File: src/rtl/l2_l1req_arbiter_pkg.sv
// Shared widths and source-tag constants for the L1 request arbiter slice.
// The request/snack layouts mirror I_l1tol2_req_type / I_l2tol1_snack_type.
package l2_l1req_arbiter_pkg;

    localparam int REQ_W      = 36;
    localparam int SNACK_W    = 551;
    localparam int L1ID_W     = 5;
    localparam int L1_SRC_BIT = 4;

    localparam logic L1_SRC_DC = 1'b0;
    localparam logic L1_SRC_IC = 1'b1;

    typedef enum logic {
        SRC_DC = 1'b0,
        SRC_IC = 1'b1
    } l1_src_e;

endpackage

File: src/rtl/l2_l1req_prio_sel.sv
// Two-way dcache-priority selector with a bounded-starvation counter for the icache.
// Grants are only issued when the downstream slot can accept a new request.
module l2_l1req_prio_sel
    import l2_l1req_arbiter_pkg::*;
#(
    parameter int MAX_BURST = 4
) (
    input  logic clk,
    input  logic reset,
    input  logic slot_free,
    input  logic dc_valid,
    input  logic ic_valid,
    output logic dc_grant,
    output logic ic_grant
);

    localparam int CNT_W = $clog2(MAX_BURST + 1);
    localparam logic [CNT_W-1:0] BURST_MAX = CNT_W'(MAX_BURST);

    logic [CNT_W-1:0] burst_cnt_reg;
    logic [CNT_W-1:0] burst_cnt_next;
    logic             ic_due;

    // icache is owed a turn once dcache has won MAX_BURST times in a row against it
    assign ic_due = (burst_cnt_reg == BURST_MAX);

    always_comb begin
        dc_grant = 1'b0;
        ic_grant = 1'b0;
        if (!reset && slot_free) begin
            if (dc_valid && ic_valid) begin
                ic_grant = ic_due;
                dc_grant = !ic_due;
            end else begin
                dc_grant = dc_valid;
                ic_grant = ic_valid;
            end
        end
    end

    always_comb begin
        burst_cnt_next = burst_cnt_reg;
        if (dc_grant) begin
            if (!ic_valid) begin
                burst_cnt_next = '0;
            end else if (!ic_due) begin
                burst_cnt_next = burst_cnt_reg + 1'b1;
            end
        end else if (ic_grant) begin
            burst_cnt_next = '0;
        end
    end

    always_ff @(posedge clk) begin
        if (reset) begin
            burst_cnt_reg <= '0;
        end else begin
            burst_cnt_reg <= burst_cnt_next;
        end
    end

endmodule

File: src/rtl/l2_l1req_arbiter.sv
// Shares the l1tol2_req / l2tol1_snack port pair between dcache and icache:
// registered request slot tagged with the source in l1id[4], combinational snack steering.
module l2_l1req_arbiter
    import l2_l1req_arbiter_pkg::*;
#(
    parameter int REQ_W     = l2_l1req_arbiter_pkg::REQ_W,
    parameter int SNACK_W   = l2_l1req_arbiter_pkg::SNACK_W,
    parameter int MAX_BURST = 4
) (
    input  logic               clk,
    input  logic               reset,

    input  logic               dc_req_valid,
    output logic               dc_req_retry,
    input  logic [REQ_W-1:0]   dc_req,

    input  logic               ic_req_valid,
    output logic               ic_req_retry,
    input  logic [REQ_W-1:0]   ic_req,

    output logic               l1tol2_req_valid,
    input  logic               l1tol2_req_retry,
    output logic [REQ_W-1:0]   l1tol2_req,

    input  logic               l2tol1_snack_valid,
    output logic               l2tol1_snack_retry,
    input  logic [SNACK_W-1:0] l2tol1_snack,

    output logic               dc_snack_valid,
    input  logic               dc_snack_retry,
    output logic [SNACK_W-1:0] dc_snack,

    output logic               ic_snack_valid,
    input  logic               ic_snack_retry,
    output logic [SNACK_W-1:0] ic_snack
);

    // l1id occupies the top L1ID_W bits of both bundles
    localparam int REQ_SRC_POS   = REQ_W - L1ID_W + L1_SRC_BIT;
    localparam int SNACK_SRC_POS = SNACK_W - L1ID_W + L1_SRC_BIT;

    logic             out_valid_reg;
    logic [REQ_W-1:0] out_data_reg;
    logic             slot_free;
    logic             dc_grant;
    logic             ic_grant;
    logic [REQ_W-1:0] tagged_req;

    assign slot_free = !out_valid_reg || !l1tol2_req_retry;

    l2_l1req_prio_sel #(
        .MAX_BURST (MAX_BURST)
    ) u_prio_sel (
        .clk       (clk),
        .reset     (reset),
        .slot_free (slot_free),
        .dc_valid  (dc_req_valid),
        .ic_valid  (ic_req_valid),
        .dc_grant  (dc_grant),
        .ic_grant  (ic_grant)
    );

    // grants are already suppressed under reset, so retry=1 follows automatically
    assign dc_req_retry = !dc_grant;
    assign ic_req_retry = !ic_grant;

    always_comb begin
        tagged_req              = ic_grant ? ic_req : dc_req;
        tagged_req[REQ_SRC_POS] = ic_grant ? L1_SRC_IC : L1_SRC_DC;
    end

    always_ff @(posedge clk) begin
        if (reset) begin
            out_valid_reg <= 1'b0;
            out_data_reg  <= '0;
        end else if (slot_free) begin
            out_valid_reg <= dc_grant || ic_grant;
            if (dc_grant || ic_grant) begin
                out_data_reg <= tagged_req;
            end
        end
    end

    assign l1tol2_req_valid = out_valid_reg;
    assign l1tol2_req       = out_data_reg;

    logic snack_to_ic;
    assign snack_to_ic = l2tol1_snack[SNACK_SRC_POS];

    assign dc_snack_valid     = l2tol1_snack_valid && !snack_to_ic;
    assign ic_snack_valid     = l2tol1_snack_valid && snack_to_ic;
    assign dc_snack           = l2tol1_snack;
    assign ic_snack           = l2tol1_snack;
    assign l2tol1_snack_retry = snack_to_ic ? ic_snack_retry : dc_snack_retry;

endmodule

File: config.mk
export PLATFORM = sky130hd
export DESIGN_NAME = l2_l1req_arbiter
export DESIGN_NICKNAME = d
export VERILOG_FILES = /design/src/rtl/l2_l1req_arbiter_pkg.sv /design/src/rtl/l2_l1req_prio_sel.sv /design/src/rtl/l2_l1req_arbiter.sv
export SDC_FILE = /design/constraint.sdc
export NUM_CORES = 1
export LEC_CHECK = 0
export ABC_AREA = 1
export CAP_MARGIN = 0
export CORE_AREA = 2 2 695 697
export CTS_CLUSTER_SIZE = 30
export DETAILED_ROUTE_END_ITERATION = 10
export DIE_AREA = 0 0 697 699
export SLEW_MARGIN = 20
export SYNTH_ARGS = -nofsm -noshare
export SYNTH_HDL_FRONTEND = slang
export SYNTH_SLANG_ARGS = --single-unit
File: constraint.sdc
create_clock -name clk -period 1.9 [get_ports clk]
set_input_delay 0.19 -clock clk [delete_from_list [all_inputs] [get_ports clk]]
set_output_delay 0.19 -clock clk [all_outputs]
set_load 0.005 [all_outputs]
==> metrics.txt, run 1 <==
status=completed; setup TNS=0 ps; Cell Area, Synth=0.01049 sq mm; CTS tree=done; dominant cell type by area after synthesis=buf_4; vias in the first global route=5203; cells along the critical path=clkdlybuf4s50_1; share of layout cells above drive strength 1=13.66%; Die Y=699 um; Syn Area/Cell=7.262 sq um; placed cells=6893; design area=0.01177 sq mm; largest net degree at the start of global routing=37; min cycle time layout=1769 ps; Tot Pwr=3.443 mW; CP endpoint kind=output pin; Startpoint Class=register; Seq/Total Area, Yosys=7.636%; synth unique cells=23; Area growth syn-to-layout=12.24%; FMAX=0.5652 GHz; wire length per cell=53.76 um; Worst EP arrival=1580 ps; Max-Cap Viols=0; Slowest-stage cell, CP=clkdlybuf4s50_1; initial antenna violation count=30; Root Buffer=clkbuf_16; top post-synthesis cells by area=buf_4 79%, dfxtp_1 7.6%, nor2_1 3.9%; io pins=1775; first-pass GRT wire length=389.1 mm; Initial Util=2.184%; largest delay contributor family on the critical path=buffers and inverters; clk sink count=40; Yosys top cell area share=79.11%; Seq cells post-synth=40; Syn Inst Count=1444; Post-layout nets=1108; GPL Wtd Cong=0.6661; crit-path max FO=2; critical path class=register to output pin; non-filler cells, final=6908; worst min path class=input port to output pin; drt drc=0; final WL=371.4 mm; final-report max-slew violation count=0; Pre-antenna DRT Iters=5; DP Worst Slack=-15.19 ps; Core Util, Final=2.451%; period utilisation layout=93.13%; main combinational cell family by area after synthesis=buffers and inverters; most frequent cells in the layout=107 x nor2_1, 103 x clkdlybuf4s50_1, 41 x inv_1; H-tree Lvls=2; DRT iter0 DRCs=693; total number of placement rows=255; Via Count=6248; Hold-fix buffers, CTS=0; cts bufs inserted=5; Net Count, Synth=2077; hold_ws=380.2 ps; Final Hold Viols=0; Data required, critical path=1710 ps; post-synthesis adder-cell area fraction=0.2386%; Post-DP HPWL=358.9 mm; Lkg Pwr=1.724 nW; Clock Skews=40.57 ps; drt via density=0.9045; CP max stage delay=820 ps; Filler cells=57420; final worst slack=130.6 ps; post-synthesis simple-gate area fraction=7.899%; Setup Viol. Count Final=0; post-synthesis compound-gate area fraction=1.993%; post-synthesis mux area share=0.1074%; r2r setup slk=170 ps; most common cell after layout, fill and taps aside=nor2_1; placed cell areas=0.01157 sq mm; # port buffers=122; Final ANT Viol Nets=0; overall routing resource usage=14.71%; Worst-Margin Slew=544.4 ps; Worst-path clk slew=130 ps; Core Area=0.4802 sq mm; Die Area=0.4872 sq mm; post-CTS setup buffers=0; CP bufs+invs=1; Clk Latency, worst-skew pair=400 ps; RSZ-0062 raised after global routing=false; die width=697 um; CTS max path bufs=2; pwr dens=292.5 mW/mm^2; Synth Area in XOR/XNOR=0.08352%; Congestion Overflow GR=0; Largest register FFs=36; maximum vdd drop=0.0004267 V; Yosys warning count=0; Slew headroom=63.59%
[worst paths after layout]
check                                                  from             end  depth (start not counted)
worst max-delay path                         l1tol2_req[10]  l1tol2_req[10]                          1
worst min-delay path                      l2tol1_snack[114]   ic_snack[114]                          0
worst max register to register  u_prio_sel.burst_cnt_reg[0]  l1tol2_req[17]                         11
worst min register to register               l1tol2_req[35]  l1tol2_req[35]                          2
[power breakdown]
group	internal [mW]	total (mW)	leakage [nW]	switching, mW
logic	0.425	1.10	1.31	0.675
registers	0.913	0.974	0.332	0.0608
clock network	0.636	1.37	0.0805	0.733
total	1.97	3.44	1.72	1.47
[metal layers]
layer / track usage [%] / vias up / wire (um)
met1: 4.544 / 2157 / 40640
met2: 22.64 / 2505 / 160500
li1: - / 1330 / -
met4: 4.043 / 40 / 12480
met5: 2.480 / - / 1779
met3: 29.19 / 216 / 156000
[synth_stat cells]
master	instances
a21oi_1	4
a31oi_1	1
buf_4	1105
buf_6	11
clkbuf_1	6
dfxtp_1	40
ha_1	2
inv_1	41
inv_2	2
mux2_2	1
nand2_1	40
nand2_2	2
nand2_4	1
nand3_1	39
nand3_4	1
nor2_1	108
nor2_4	1
nor2_8	1
nor3_1	1
o21ai_0	15
o21ai_1	20
o21bai_1	1
xor2_1	1
[cells by family after synthesis]
family / count (synthesis)
flops: 40
mux: 1
compound gates: 41
simple gates: 194
fa+ha+maj: 2
xor+xnor: 1
buf+inv: 1165
[final cells by class]
cell class	instances	area (sq um)	area share, %
Multi-Input combinational cell	239	1100	9.344
Timing Repair Buffer	146	1478	12.55
Clock inverter	3	46.29	0.3933
Antenna cell	7	17.52	0.1488
Clock buffer	5	125.1	1.063
Sequential cell	40	803.3	6.825
Tap cell	6425	8039	68.30
Inverter	43	161.4	1.371
[timing repair]
| action | 4_1_cts | 5_1_grt |
|---|---|---|
| pin swaps | 0 | 0 |
| endpoints found under the hold margin | 0 | 0 |
| gates resized for setup | 7 | 5 |
| endpoints found under the setup margin | 2 | 2 |
Note: power is estimated with default switching activity, not from simulation.
==> run 2, diff against run 1 <==
- PLACE_DENSITY_LB_ADDON: not set -> 0.05
==> metrics.txt, run 2 (synthesized netlist as in run 1, its figures left out) <==
status=completed (unchanged); Worst-Margin Slew=596.7 ps (was 544.4 ps); cells along the critical path=clkdlybuf4s50_1 > mux2_2 > clkdlybuf4s50_1 (was clkdlybuf4s50_1); GPL Wtd Cong=0.5789 (was 0.6661); WL met2=94.13 mm (was 160.5 mm); top layer in use=met5 (unchanged); Final Hold Viols=0 (unchanged); CP bufs+invs=2 (was 1); Startpoint Class=input port (was register); wire length per cell=29.75 um (was 53.76 um); pwr dens=272.4 mW/mm^2 (was 292.5 mW/mm^2); Slowest-stage cell, CP=clkdlybuf4s50_1 (unchanged); Root Buffer=clkbuf_16 (unchanged); maximum vdd drop=0.0003613 V (was 0.0004267 V); cts bufs inserted=5 (unchanged); Clk Latency, worst-skew pair=410 ps (was 400 ps); Via Count=5323 (was 6248); Largest register FFs=36 (unchanged); design area=0.01206 sq mm (was 0.01177 sq mm); FMAX=0.5407 GHz (was 0.5652 GHz); Max-Cap Viols=0 (unchanged); placed cells=6909 (was 6893); critical path class=input port to output pin (was register to output pin); Worst EP arrival=1660 ps (was 1580 ps); worst min path class=input port to output pin (unchanged); Core Area=0.4802 sq mm (unchanged); drt drc=0 (unchanged); initial antenna violation count=35 (was 30); CP endpoint kind=output pin (unchanged); vias in the first global route=5491 (was 5203); Post-DP HPWL=192.7 mm (was 358.9 mm); placed cell areas=0.01172 sq mm (was 0.01157 sq mm); Slew headroom=60.22% (was 63.59%); CP max stage delay=580 ps (was 820 ps); DRT iter0 DRCs=319 (was 693); Data required, critical path=1710 ps (about the same); Die Y=699 um (unchanged); period utilisation layout=97.33% (was 93.13%); Clock Skews=26.62 ps (was 40.57 ps); CTS tree=done (unchanged); DR WL met3=71.84 mm (was 156.0 mm); Setup Viol. Count Final=0 (unchanged); most common cell after layout, fill and taps aside=clkdlybuf4s50_1 (was nor2_1); Final ANT Viol Nets=0 (unchanged); die width=697 um (unchanged); total number of placement rows=255 (unchanged); # port buffers=122 (unchanged); Lkg Pwr=1.859 nW (was 1.724 nW); final-report max-slew violation count=0 (unchanged); drt via density=0.7677 (was 0.9045); io pins=1775 (unchanged); Area growth syn-to-layout=14.96% (was 12.24%); largest net degree at the start of global routing=25 (was 37); Hold-fix buffers, CTS=0 (unchanged); final WL=206.3 mm (was 371.4 mm); Congestion Overflow GR=0 (unchanged); overall routing resource usage=8.172% (was 14.71%); most frequent cell on the critical path=clkdlybuf4s50_1; RSZ-0062 raised after global routing=true (was false); CTS max path bufs=2 (unchanged); most frequent cells in the layout=113 x clkdlybuf4s50_1, 104 x nor2_1 (was 107 x nor2_1, 103 x clkdlybuf4s50_1, 41 x inv_1); non-filler cells, final=6934 (was 6908); wl on met1=30.05 mm (was 40.64 mm); Post-layout nets=1132 (was 1108); first-pass GRT wire length=223.0 mm (was 389.1 mm); Die Area=0.4872 sq mm (unchanged); clk sink count=40 (unchanged); largest delay contributor family on the critical path=buffers and inverters (unchanged); min cycle time layout=1849 ps (was 1769 ps); Initial Util=2.184% (unchanged); setup TNS=0 ps (unchanged); Core Util, Final=2.511% (was 2.451%); H-tree Lvls=2 (unchanged); crit-path max FO=2 (unchanged); Pre-antenna DRT Iters=5 (unchanged); share of layout cells above drive strength 1=17.40% (was 13.66%)
==> run 2: cell count changes in the layout (fill, tap and decap cells not counted), sizes merged <==
| cell | delta |
|---|---|
| dlygate4sd2 | +1 |
| clkdlybuf4s50 | +10 |
| clkinv | +3 |
| inv | -2 |
| bufinv | -1 |
| diode | +2 |
| buf | +13 |
| clkbuf | +1 |
| clkinvlp | -1 |
==> run 2: metal layers <==
| metal | GRT usage, % | vias up |
|---|---|---|
| met3 | 13.61 | 299 |
| met5 | 1.343 | - |
| met2 | 13.16 | 1687 |
| li1 | - | 1388 |
| met1 | 3.300 | 1901 |
| met4 | 3.195 | 48 |
==> run 2: path summary, 6_finish.rpt <==
path,from,endpoint,slack (ps),cells past startpoint
worst max register to register,l1tol2_req_valid,l1tol2_req[13],150,11
worst max-delay path,l2tol1_snack[550],l2tol1_snack_retry,50,3
worst min-delay path,l2tol1_snack[398],ic_snack[398],380,0
worst min register to register,l1tol2_req[8],l1tol2_req[8],520,2
==> run 2: repair_timing <==
item / CTS / global route
endpoints found under the setup margin: 21 / 7
pin swaps: 3 / 1
gates resized for setup: 27 / 4
buffers inserted: 8 / 0
==> run 2: final cells by class <==
class	count	area, sq um
inverters	43	167.7
flip-flops and latches	40	807.0
fillers	57390	468100
clock inverters	2	10.01
clock buffers	6	138.9
multi-input cells	239	1141
well taps	6425	8039
diodes	9	22.52
repair buffers	170	1729
==> run 2: power by group <==
group	switching [mW]	leakage, nW	internal, mW	total [mW]
logic	0.571	1.45	0.471	1.04
clock network	0.748	0.0767	0.531	1.28
registers	0.0505	0.333	0.913	0.963
total	1.37	1.86	1.91	3.28
==> run 2: metrics by stage <==
step	hold WS [ps]	setup WS [ps]	power [mW]
floorplan	259.1	540.6	3.130
global placement	380.1	-610.4	2.128
detailed placement	380.1	-580.9	2.107
CTS	379.3	-1.938	3.656
global route	380.0	-7.889	3.613
finish	380.0	50.69	3.284
==> run 2: worst register-to-register path, stage by stage, from the launching register on <==
cell,delay [ps]
dfxtp_4,380
nand2_4,70
buf_12,130
nand3_4,140
nor2_8,150
buf_16,140
buf_12,150
buf_6,180
nor2_1,40
nor2_1,110
buf_4,140
nor2_1,40
